`src/rtl/fft_output_if.sv`:
```
// Memory read port and result stream of the FFT output drain.
// master = fft_output side, slave = memory/consumer side.
interface fft_output_if #(
  parameter int N         = 32,
  parameter int word_size = 16
);
  localparam int AW = $clog2(N);

  logic                   rd_en;
  logic [AW-1:0]          addr1;
  logic [AW-1:0]          addr2;
  logic [2*word_size-1:0] rd_data1;
  logic [2*word_size-1:0] rd_data2;
  logic [2*word_size-1:0] out1;
  logic [2*word_size-1:0] out2;
  logic                   out_valid;
  logic                   out_ready;
  logic                   out_last;

  modport master (
    output rd_en, addr1, addr2, out1, out2, out_valid, out_last,
    input  rd_data1, rd_data2, out_ready
  );

  modport slave (
    input  rd_en, addr1, addr2, out1, out2, out_valid, out_last,
    output rd_data1, rd_data2, out_ready
  );
endinterface

```
`src/rtl/fft_output.sv`:
```
// FFT result drain: credit-limited paired reads, optional bit-reversed addressing,
// read-latency pipe into a small pair FIFO, scaled valid/ready output stream.

module fft_output_chk #(
  parameter int CW    = 2,
  parameter int DEPTH = 2
) (
  input logic          clk,
  input logic          reset,
  input logic          push,
  input logic [CW-1:0] count
);
  // The issue credit must never let a returning read land on a full FIFO.
  a_no_overflow: assert property (@(posedge clk) disable iff (reset)
    !(push && (count == CW'(DEPTH))));
endmodule

module fft_output #(
  parameter int N           = 32,
  parameter int word_size   = 16,
  parameter int RD_LATENCY  = 1,
  parameter int BIT_REVERSE = 1,
  parameter int SCALE_SHIFT = 0
) (
  input  logic         clk,
  input  logic         reset,
  input  logic         en,
  input  logic         fft_done,
  output logic         busy,
  output logic         o_done,
  fft_output_if.master bus
);
  localparam int AW    = $clog2(N);
  localparam int W2    = 2 * word_size;
  localparam int DEPTH = RD_LATENCY + 1;
  localparam int CW    = $clog2(DEPTH + 1);
  localparam int PW    = $clog2(DEPTH);
  localparam logic [AW-1:0] K_LAST   = AW'(N - 2);
  localparam logic [AW-1:0] ADDR_MSB = AW'(N / 2);
  localparam logic [CW:0]   DEPTH_W  = (CW + 1)'(DEPTH);

  typedef enum logic [1:0] {
    S_IDLE  = 2'd0,
    S_READ  = 2'd1,
    S_DRAIN = 2'd2,
    S_DONE  = 2'd3
  } state_t;

  function automatic logic [AW-1:0] bitrev(input logic [AW-1:0] v);
    logic [AW-1:0] r;
    r = {AW{1'b0}};
    for (int i = 0; i < AW; i++) r[i] = v[AW-1-i];
    return r;
  endfunction

  function automatic logic [word_size-1:0] scale_comp(input logic [word_size-1:0] c);
    logic signed [word_size-1:0] t;
    t = $signed(c) >>> SCALE_SHIFT;
    return t;
  endfunction

  function automatic logic [W2-1:0] scale_sample(input logic [W2-1:0] s);
    return {scale_comp(s[W2-1:word_size]), scale_comp(s[word_size-1:0])};
  endfunction

  function automatic logic [PW-1:0] ptr_inc(input logic [PW-1:0] p);
    return (p == PW'(DEPTH - 1)) ? PW'(0) : p + PW'(1);
  endfunction

  state_t                 state_r, state_s;
  logic [AW-1:0]          k_r, addr1_r, addr2_r;
  logic                   rd_en_r, rd_last_r, busy_r, o_done_r;
  logic [RD_LATENCY-1:0]  pipe_vld_r, pipe_last_r;
  logic [W2-1:0]          fifo_d1_r [DEPTH];
  logic [W2-1:0]          fifo_d2_r [DEPTH];
  logic [DEPTH-1:0]       fifo_last_r;
  logic [PW-1:0]          wptr_r, rptr_r;
  logic [CW-1:0]          count_r, inflight_s;
  logic                   issue_s, push_s, pop_s, credit_s;
  logic [AW-1:0]          addr1_s, addr2_s;

  // Reads issued but not yet pushed: the rd_en stage plus every latency stage.
  always_comb begin
    inflight_s = {{(CW-1){1'b0}}, rd_en_r};
    for (int i = 0; i < RD_LATENCY; i++) begin
      inflight_s = inflight_s + {{(CW-1){1'b0}}, pipe_vld_r[i]};
    end
  end

  // Issue credit, FIFO strobes and the address pair for the current k.
  always_comb begin
    credit_s = ({1'b0, count_r} + {1'b0, inflight_s}) < DEPTH_W;
    issue_s  = (state_r == S_READ) && en && credit_s;
    push_s   = pipe_vld_r[RD_LATENCY-1];
    pop_s    = (count_r != CW'(0)) && bus.out_ready;
    if (BIT_REVERSE != 0) begin
      addr1_s = bitrev(k_r);
      addr2_s = bitrev(k_r) | ADDR_MSB;
    end else begin
      addr1_s = k_r;
      addr2_s = k_r | AW'(1);
    end
  end

  // Next-state logic; DRAIN finishes on the cycle the last pair leaves.
  always_comb begin
    state_s = state_r;
    case (state_r)
      S_IDLE:  if (en && fft_done) state_s = S_READ; else state_s = S_IDLE;
      S_READ:  if (issue_s && (k_r == K_LAST)) state_s = S_DRAIN; else state_s = S_READ;
      S_DRAIN: begin
        if ((inflight_s == CW'(0)) &&
            ((count_r == CW'(0)) || ((count_r == CW'(1)) && pop_s))) begin
          state_s = S_DONE;
        end else begin
          state_s = S_DRAIN;
        end
      end
      S_DONE:  state_s = S_IDLE;
      default: state_s = S_IDLE;
    endcase
  end

  // State, status flags and the registered read request.
  always_ff @(posedge clk or posedge reset) begin
    if (reset) begin
      state_r   <= S_IDLE;
      k_r       <= {AW{1'b0}};
      addr1_r   <= {AW{1'b0}};
      addr2_r   <= {AW{1'b0}};
      rd_en_r   <= 1'b0;
      rd_last_r <= 1'b0;
      busy_r    <= 1'b0;
      o_done_r  <= 1'b0;
    end else begin
      state_r  <= state_s;
      busy_r   <= (state_s == S_READ) || (state_s == S_DRAIN);
      o_done_r <= (state_s == S_DONE);
      rd_en_r  <= issue_s;
      if (state_r == S_IDLE) begin
        k_r <= {AW{1'b0}};
      end else if (issue_s) begin
        k_r       <= k_r + AW'(2);
        addr1_r   <= addr1_s;
        addr2_r   <= addr2_s;
        rd_last_r <= (k_r == K_LAST);
      end
    end
  end

  // Valid/last shift register matching the memory read latency.
  always_ff @(posedge clk or posedge reset) begin
    if (reset) begin
      pipe_vld_r  <= {RD_LATENCY{1'b0}};
      pipe_last_r <= {RD_LATENCY{1'b0}};
    end else begin
      pipe_vld_r[0]  <= rd_en_r;
      pipe_last_r[0] <= rd_last_r;
      for (int i = 1; i < RD_LATENCY; i++) begin
        pipe_vld_r[i]  <= pipe_vld_r[i-1];
        pipe_last_r[i] <= pipe_last_r[i-1];
      end
    end
  end

  // Pair FIFO; push and pop in the same cycle leave the count unchanged.
  always_ff @(posedge clk or posedge reset) begin
    if (reset) begin
      wptr_r      <= {PW{1'b0}};
      rptr_r      <= {PW{1'b0}};
      count_r     <= {CW{1'b0}};
      fifo_last_r <= {DEPTH{1'b0}};
      for (int i = 0; i < DEPTH; i++) begin
        fifo_d1_r[i] <= {W2{1'b0}};
        fifo_d2_r[i] <= {W2{1'b0}};
      end
    end else begin
      if (push_s) begin
        fifo_d1_r[wptr_r]   <= bus.rd_data1;
        fifo_d2_r[wptr_r]   <= bus.rd_data2;
        fifo_last_r[wptr_r] <= pipe_last_r[RD_LATENCY-1];
        wptr_r              <= ptr_inc(wptr_r);
      end
      if (pop_s) rptr_r <= ptr_inc(rptr_r);
      case ({push_s, pop_s})
        2'b10:   count_r <= count_r + CW'(1);
        2'b01:   count_r <= count_r - CW'(1);
        default: count_r <= count_r;
      endcase
    end
  end

  assign bus.rd_en     = rd_en_r;
  assign bus.addr1     = addr1_r;
  assign bus.addr2     = addr2_r;
  assign bus.out_valid = (count_r != CW'(0));
  assign bus.out_last  = (count_r != CW'(0)) && fifo_last_r[rptr_r];
  assign bus.out1      = scale_sample(fifo_d1_r[rptr_r]);
  assign bus.out2      = scale_sample(fifo_d2_r[rptr_r]);
  assign busy          = busy_r;
  assign o_done        = o_done_r;

  fft_output_chk #(.CW(CW), .DEPTH(DEPTH)) u_chk (
    .clk   (clk),
    .reset (reset),
    .push  (push_s),
    .count (count_r)
  );
endmodule

```
`src/flat_wrapper.sv`:
```
// flat-port wrapper written by rule: the top's interface ports become plain ports
module fft_output_flat 
#(
  parameter int N           = 32,
  parameter int word_size   = 16,
  parameter int RD_LATENCY  = 1,
  parameter int BIT_REVERSE = 1,
  parameter int SCALE_SHIFT = 0
)
  (clk, reset, en, fft_done, busy, o_done, bus_rd_en, bus_addr1, bus_addr2, bus_out1, bus_out2, bus_out_valid, bus_out_last, bus_rd_data1, bus_rd_data2, bus_out_ready);
  fft_output_if #(.N(N), .word_size(word_size)) bus_i ();
  input  logic clk;
  input  logic reset;
  input  logic en;
  input  logic fft_done;
  output logic busy;
  output logic o_done;
  output wire logic [$bits(bus_i.rd_en)-1:0] bus_rd_en;
  output wire logic [$bits(bus_i.addr1)-1:0] bus_addr1;
  output wire logic [$bits(bus_i.addr2)-1:0] bus_addr2;
  output wire logic [$bits(bus_i.out1)-1:0] bus_out1;
  output wire logic [$bits(bus_i.out2)-1:0] bus_out2;
  output wire logic [$bits(bus_i.out_valid)-1:0] bus_out_valid;
  output wire logic [$bits(bus_i.out_last)-1:0] bus_out_last;
  input wire logic [$bits(bus_i.rd_data1)-1:0] bus_rd_data1;
  input wire logic [$bits(bus_i.rd_data2)-1:0] bus_rd_data2;
  input wire logic [$bits(bus_i.out_ready)-1:0] bus_out_ready;
  assign bus_rd_en = bus_i.rd_en;
  assign bus_addr1 = bus_i.addr1;
  assign bus_addr2 = bus_i.addr2;
  assign bus_out1 = bus_i.out1;
  assign bus_out2 = bus_i.out2;
  assign bus_out_valid = bus_i.out_valid;
  assign bus_out_last = bus_i.out_last;
  assign bus_i.rd_data1 = bus_rd_data1;
  assign bus_i.rd_data2 = bus_rd_data2;
  assign bus_i.out_ready = bus_out_ready;
  fft_output #(.N(N), .word_size(word_size), .RD_LATENCY(RD_LATENCY), .BIT_REVERSE(BIT_REVERSE), .SCALE_SHIFT(SCALE_SHIFT)) u_core (.clk(clk), .reset(reset), .en(en), .fft_done(fft_done), .busy(busy), .o_done(o_done), .bus(bus_i));
endmodule
```
`config.mk`:
```
export PLATFORM = sky130hd
export DESIGN_NAME = fft_output_flat
export DESIGN_NICKNAME = d
export VERILOG_FILES = /design/src/rtl/fft_output_if.sv /design/src/rtl/fft_output.sv /design/src/flat_wrapper.sv
export SDC_FILE = /design/constraint.sdc
export NUM_CORES = 1
export LEC_CHECK = 0
export ABC_AREA = 1
export CAP_MARGIN = 20
export CORE_MARGIN = 8
export CORE_UTILIZATION = 46
export CTS_CLUSTER_SIZE = 25
export DETAILED_ROUTE_END_ITERATION = 8
export PLACE_DENSITY = 0.77
export SLEW_MARGIN = 20
export SYNTH_ARGS = -nofsm -noshare
export SYNTH_HDL_FRONTEND = slang
export SYNTH_HIERARCHICAL = 1
export SYNTH_SLANG_ARGS = --single-unit
```
`constraint.sdc`:
```
create_clock -name clk -period 4.4 [get_ports clk]
set_input_delay 0.44 -clock clk [delete_from_list [all_inputs] [get_ports clk]]
set_output_delay 0.44 -clock clk [all_outputs]
set_load 0.005 [all_outputs]
```
==> results.txt, run 1 <==
Dpl hpwl: 10.2 mm
Register Area: 3780 sq um
Clk sinks: 151
IO Pins: 148
Vias in the first global route: 5068
Slew margin rel.: 36.7%
FILL cells: 1217
Routed wire length: 15.8 mm
Setup violators final: 0
Mapped cell area: 6710 sq um
LEAKAGE: 4.54 nW
Die Span Y: 137 microns
CP Max Fanout: 48
Die area: 18700 sq um
Worst hold start: u_core/rd_last_r
Clk buf depth: 2
First-pass GRT wire length: 25.6 mm
Worst setup SP type: flop
First DRT Iteration DRCs: 352
MaxCap Viol Count: 0
Initial antenna violation count: 0
Largest net degree at the start of global routing: 86
Fraction of layout instances using a drive strength above 1: 7.61%
Crit Path Category: flop to primary output
NetSw: 2.34 mW
Max Freq: 334 MHz
Vias: 5333
Post_cts resized: 0
Worst R2R End: u_core/busy
Post-synthesis cell type count: 24
WHS Endpoint: u_core/pipe_last_r
VDD IR max: 0.000391 V
Comb power frac: 40.9%
Cells after Synth: 797
Clk_lat worst skew: 0.42 ns
I/O Buffers: 146
Worst-path clk slew: 0.06 ns
GRT Util Overall: 17.4%
Final Skew: 0.00947 ns
Beginning of the critical path: u_core/rptr_r
Syn Area/Cell: 8.42 sq um
Power share of the clock group: 24.7%
Slew @ Worst Pin: 0.948 ns
Drc violations: 0
CTS Hold Buffers Added: 0
Worst setup margin: 1.40 ns
Commonest non-fill, non-tap cell in the layout: nand2_1
P per Cell Area: 778 nW/um^2
Multi-input gate area: 2340 sq um
Initial Utilization: 46.7%
Nets: 997
Synth-to-Final Area Change: 32.7%
Post-synthesis sequential area ratio: 56.3%
Hold Vio Cnt, Final: 0
Pre-Repair DR Iteration Count: 5
Fin. max-slew vios: 0
RSZ-0062 raised after global routing: false
R2r startpoint: u_core/pipe_vld_r
Most frequent cells in the layout: 339 x nand2_1, 150 x dfrtp_1, 146 x clkdlybuf4s50_1, 80 x inv_1, 75 x o21ai_0
FF-to-FF path depth: 12
Flop pwr share: 34.4%
Synthesized Nets: 874
HP Class: flop to flop
Diodes inserted: 0
Final TNS setup: 0 ns
Crit path DAT: 2.56 ns
GPL Wtd Cong: 0.840
Placement Setup Slack: 1.83 ns
Root Driver: clkbuf_16
Post-route ant nets: 0
Core area: 14400 sq um
Final Cycle Share: 68.1%
Total CTS buffers: 17
Vias per cell: 4.77
Critical Path Sink Type: primary output
Post-CTS Setup Repair Bufs: 0
Hold depth: 0
Yosys reg bits: 151
Status: complete, no violations
Wirelength per Cell: 14.1 microns
Cell internal pwr: 4.59 mW
Rows: 44
Worst reg2reg setup slack: 1.78 ns
CTS tree: built
YS warnings: 6
Req. time, crit path: 3.96 ns
Switching share of power: 33.7%
Congestion Overflow GR: 0
Die width: 137 microns
Minimum clock period after layout: 3.00 ns
CTS H-tree depth: 4
[power by group through the flow]
stage	clock (mW)	sequential [mW]	combinational [mW]
6_report	1.71	2.38	2.83
5_1_grt	1.80	2.46	3.19
4_1_cts	1.74	2.38	2.89
2_1_floorplan	0	2.30	1.61
3_3_place_gp	0	2.37	2.80
3_5_place_dp	0	2.39	2.86
[flip-flops by register name, summed over array words and instances (netlist names), 2 cells and up]
| name | count |
|---|---|
| u_core/state_r | 2 |
| u_core/count_r | 2 |
| u_core/bus.addr1 | 4 |
| u_core/fifo_last_r | 2 |
| u_core/fifo_d2_r | 64 |
| u_core/k_r | 4 |
| u_core/fifo_d1_r | 64 |
[worst max-delay path, cell delays in order (launching register included)]
cell and delay, ns:
dfrtp_2 0.41, inv_2 0.68, buf_4 0.37, nand2_1 0.08, nand2_1 0.07, clkdlybuf4s50_1 0.51
[through the flow]
stage / total power, mW / instance area [sq um] / std cells / utilization (%) / hold slack, ns
after floorplan: 3.91 / 6710 / 797 / - / 0.354
after global placement: 5.17 / 8200 / 1085 / 57.1 / 0.377
after detailed placement: 5.25 / 8200 / 1085 / 57.1 / 0.376
after CTS: 7.02 / 8900 / 1117 / 62.0 / 0.389
after global routing: 7.45 / 8900 / 1117 / 62.0 / 0.403
final: 6.93 / 8900 / 1117 / 62.0 / 0.388
[routing by layer]
| metal | up-vias | GRT usage, % | wire (microns) |
|---|---|---|---|
| li1 | 2698 | - | - |
| met3 | 13 | 5.25 | 1110 |
| met2 | 132 | 27.1 | 7420 |
| met5 | - | 0 | 0 |
| met4 | 0 | 5.97 | 154 |
| met1 | 2490 | 22.6 | 7100 |
[layout make-up]
cell class | count | area share (%)
flip-flops and latches | 151 | 42.5
well taps | 184 | 2.59
clock buffers | 20 | 5.13
multi-input cells | 514 | 26.2
inverters | 83 | 3.54
repair buffers | 153 | 17.3
clock inverters | 12 | 2.75
[synth_stat cells]
cell type / count / share of area, %
o21ai_0: 75 / 5.6
conb_1: 1 / 0.056
o21ai_1: 39 / 2.9
o21ai_2: 26 / 3.4
o21a_1: 1 / 0.11
xor2_1: 2 / 0.26
buf_4: 5 / 0.56
nor2_1: 6 / 0.34
nand3_1: 9 / 0.67
inv_1: 82 / 4.6
or2_2: 1 / 0.093
or2_1: 1 / 0.093
clkbuf_1: 19 / 1.1
buf_1: 7 / 0.39
buf_6: 11 / 1.8
ha_1: 7 / 1.3
fa_1: 1 / 0.30
nand2_1: 340 / 19
xnor2_1: 2 / 0.26
a21oi_1: 1 / 0.075
dfrtp_1: 151 / 56
inv_2: 1 / 0.056
buf_2: 7 / 0.52
nand4_1: 2 / 0.19
[how the worst max path moves through the flow]
stage	to	slack [ns]	depth (start not counted)
finish	bus_out1[16]	1.40	5
global route	bus_out1[16]	1.26	5
CTS	bus_out1[16]	1.36	5
detailed placement	bus_out1[24]	1.83	5
global placement	bus_out1[15]	1.88	5
floorplan	u_core/bus.addr1[0]	2.06	1
[logic make-up (layout without fill, tap and decap cells)]
family,Yosys count,in the layout,synth area share [%]
flip-flops,151,151,56.3
other,1,1,0.0559
buffers and inverters,132,268,9.02
AND/OR/NAND/NOR,359,359,20.4
AO/OA/AOI/OAI,142,142,12.1
XOR/XNOR,4,4,0.522
adder cells (fa/ha/maj),8,8,1.60
Note: power is estimated with default switching activity, not from simulation.
==> run 2, diff against run 1 <==
--- a/config.mk
+++ b/config.mk
@@ -8,10 +8,10 @@
 export ABC_AREA = 1
 export CAP_MARGIN = 20
 export CORE_MARGIN = 8
-export CORE_UTILIZATION = 46
+export CORE_UTILIZATION = 51
 export CTS_CLUSTER_SIZE = 25
 export DETAILED_ROUTE_END_ITERATION = 8
-export PLACE_DENSITY = 0.77
+export PLACE_DENSITY = 0.81
 export SLEW_MARGIN = 20
 export SYNTH_ARGS = -nofsm -noshare
 export SYNTH_HDL_FRONTEND = slang
==> constraint.sdc (replaced) <==
create_clock -name clk -period 2.9 [get_ports clk]
set_input_delay 0.29 -clock clk [delete_from_list [all_inputs] [get_ports clk]]
set_output_delay 0.29 -clock clk [all_outputs]
set_load 0.005 [all_outputs]
==> results.txt, run 2 (synthesis gave the netlist of run 1 again) <==
P per Cell Area: 1160 nW/um^2
Die width: 131 microns
Post-route ant nets: 0
First-pass GRT wire length: 25.7 mm
Commonest non-fill, non-tap cell in the layout: nand2_1
Crit Path Category: flop to primary output
I/O Buffers: 146
Root Driver: clkbuf_16
Final Skew: 0.00584 ns
Wirelength per Cell: 14.0 microns
HP Class: flop to flop
LEAKAGE: 4.53 nW
Fraction of layout instances using a drive strength above 1: 7.60%
Die Span Y: 131 microns
VDD IR max: 0.000563 V
Initial Utilization: 51.5%
Top Usage Layer GRT: met2
IO Pins: 148
RSZ-0062 raised after global routing: false
GPL Wtd Cong: 0.811
Routed wire length: 15.6 mm
Final Power: 10.3 mW
Slew @ Worst Pin: 0.806 ns
Die area: 17100 sq um
Dpl hpwl: 10.1 mm
GRT Util Overall: 19.2%
Initial antenna violation count: 0
Clk_lat worst skew: 0.41 ns
Largest net degree at the start of global routing: 152
Vias per cell: 4.82
Clk buf depth: 2
Req. time, crit path: 2.61 ns
Rows: 42
Synth-to-Final Area Change: 32.0%
Vias in the first global route: 5290
Most frequent cells in the layout: 339 x nand2_1, 150 x dfrtp_1, 146 x clkdlybuf4s50_1, 80 x inv_1, 75 x o21ai_0
Diodes inserted: 0
Register Area: 3780 sq um
Post_cts resized: 0
Critical Path Sink Type: primary output
Core area: 13000 sq um
Met3 Resource Use GR: 4.75%
Post-CTS Setup Repair Bufs: 0
Clk sinks: 151
CTS tree: built
Congestion Overflow GR: 0
Crit path DAT: 2.20 ns
Minimum clock period after layout: 2.49 ns
Final TNS setup: 0 ns
CP Max Fanout: 65
Max Freq: 402 MHz
Final Util: 67.9%
Setup violators final: 0
Largest registers: u_core/fifo_d1_r: 64 flops, u_core/fifo_d2_r: 64 flops
Pre-Repair DR Iteration Count: 4
Fin. max-slew vios: 0
Drc violations: 0
Total CTS buffers: 17
FILL cells: 1090
Multi-input gate area: 2340 sq um
Worst setup SP type: flop
MaxCap Viol Count: 0
CTS H-tree depth: 4
Met1 global-route usage: 24.9%
First DRT Iteration DRCs: 469
Slew margin rel.: 46.3%
Vias: 5353
Hold Vio Cnt, Final: 0
Status: complete, no violations
GRT met2 Usage: 30.9%
Nets: 998
Worst-path clk slew: 0.06 ns
Final Cycle Share: 85.7%
CTS Hold Buffers Added: 0
[run 2: per-stage QoR]
| stage | cells | worst slack (ns) | hold WS (ns) | area, sq um |
|---|---|---|---|---|
| CTS | 1110 | 0.354 | 0.404 | 8850 |
| detailed placement | 1078 | 0.581 | 0.389 | 8240 |
| global placement | 1078 | 0.676 | 0.397 | 8240 |
| global route | 1110 | 0.289 | 0.407 | 8850 |
| finish | 1110 | 0.414 | 0.399 | 8850 |
| floorplan | 797 | 0.624 | 0.354 | 6710 |
[run 2: area by class of cell]
| class | count | area share, % |
|---|---|---|
| multi-input combinational | 514 | 26.4 |
| tap | 176 | 2.49 |
| inverter | 83 | 3.56 |
| timing repair buffer | 154 | 17.9 |
| clock inverter | 8 | 1.33 |
| sequential | 151 | 42.7 |
| clock buffer | 24 | 5.67 |
[run 2: final timing paths]
| kind | startpoint | to | slack [ns] | depth (start not counted) |
|---|---|---|---|---|
| max | u_core/rptr_r | bus_out_last | 0.41 | 4 |
| min in group asynchronous | reset | u_core/fifo_d2_r[27] | 0.45 | 3 |
| max reg2reg | u_core/pipe_vld_r | u_core/busy | 0.55 | 12 |
| min | u_core/rd_last_r | u_core/pipe_last_r | 0.40 | 0 |
| min reg2reg | u_core/rd_last_r | u_core/pipe_last_r | 0.40 | 0 |
| max in group asynchronous | reset | u_core/fifo_d1_r[12] | 1.85 | 3 |
[run 2: routing by layer]
metal  up-vias  share of wire [%]
li1       2704                  -
met3        15                6.2
met5         -                  0
met4         0                1.3
met2       118                 48
met1      2516                 45
[run 2: power breakdown]
part	total [mW]	internal (mW)	switching, mW
clock network	2.27	1.46	0.811
logic	4.40	2.21	2.19
registers	3.59	3.08	0.509
total	10.3	6.75	3.51
[run 2: critical path, cell delays in order, from the launching register on]
cell,delay (ns)
dfrtp_2,0.36
buf_4,0.61
o21ai_0,0.15
nor2_1,0.13
clkdlybuf4s50_1,0.53
==> run 3, diff against run 2 <==
--- a/config.mk
+++ b/config.mk
@@ -9,6 +9,7 @@
 export CAP_MARGIN = 20
 export CORE_MARGIN = 8
 export CORE_UTILIZATION = 51
+export CTS_CLUSTER_DIAMETER = 60
 export CTS_CLUSTER_SIZE = 25
 export DETAILED_ROUTE_END_ITERATION = 8
 export PLACE_DENSITY = 0.81
==> results of run 3 <==
Same layout as run 2: the final DEF is identical, and so are final timing and power.
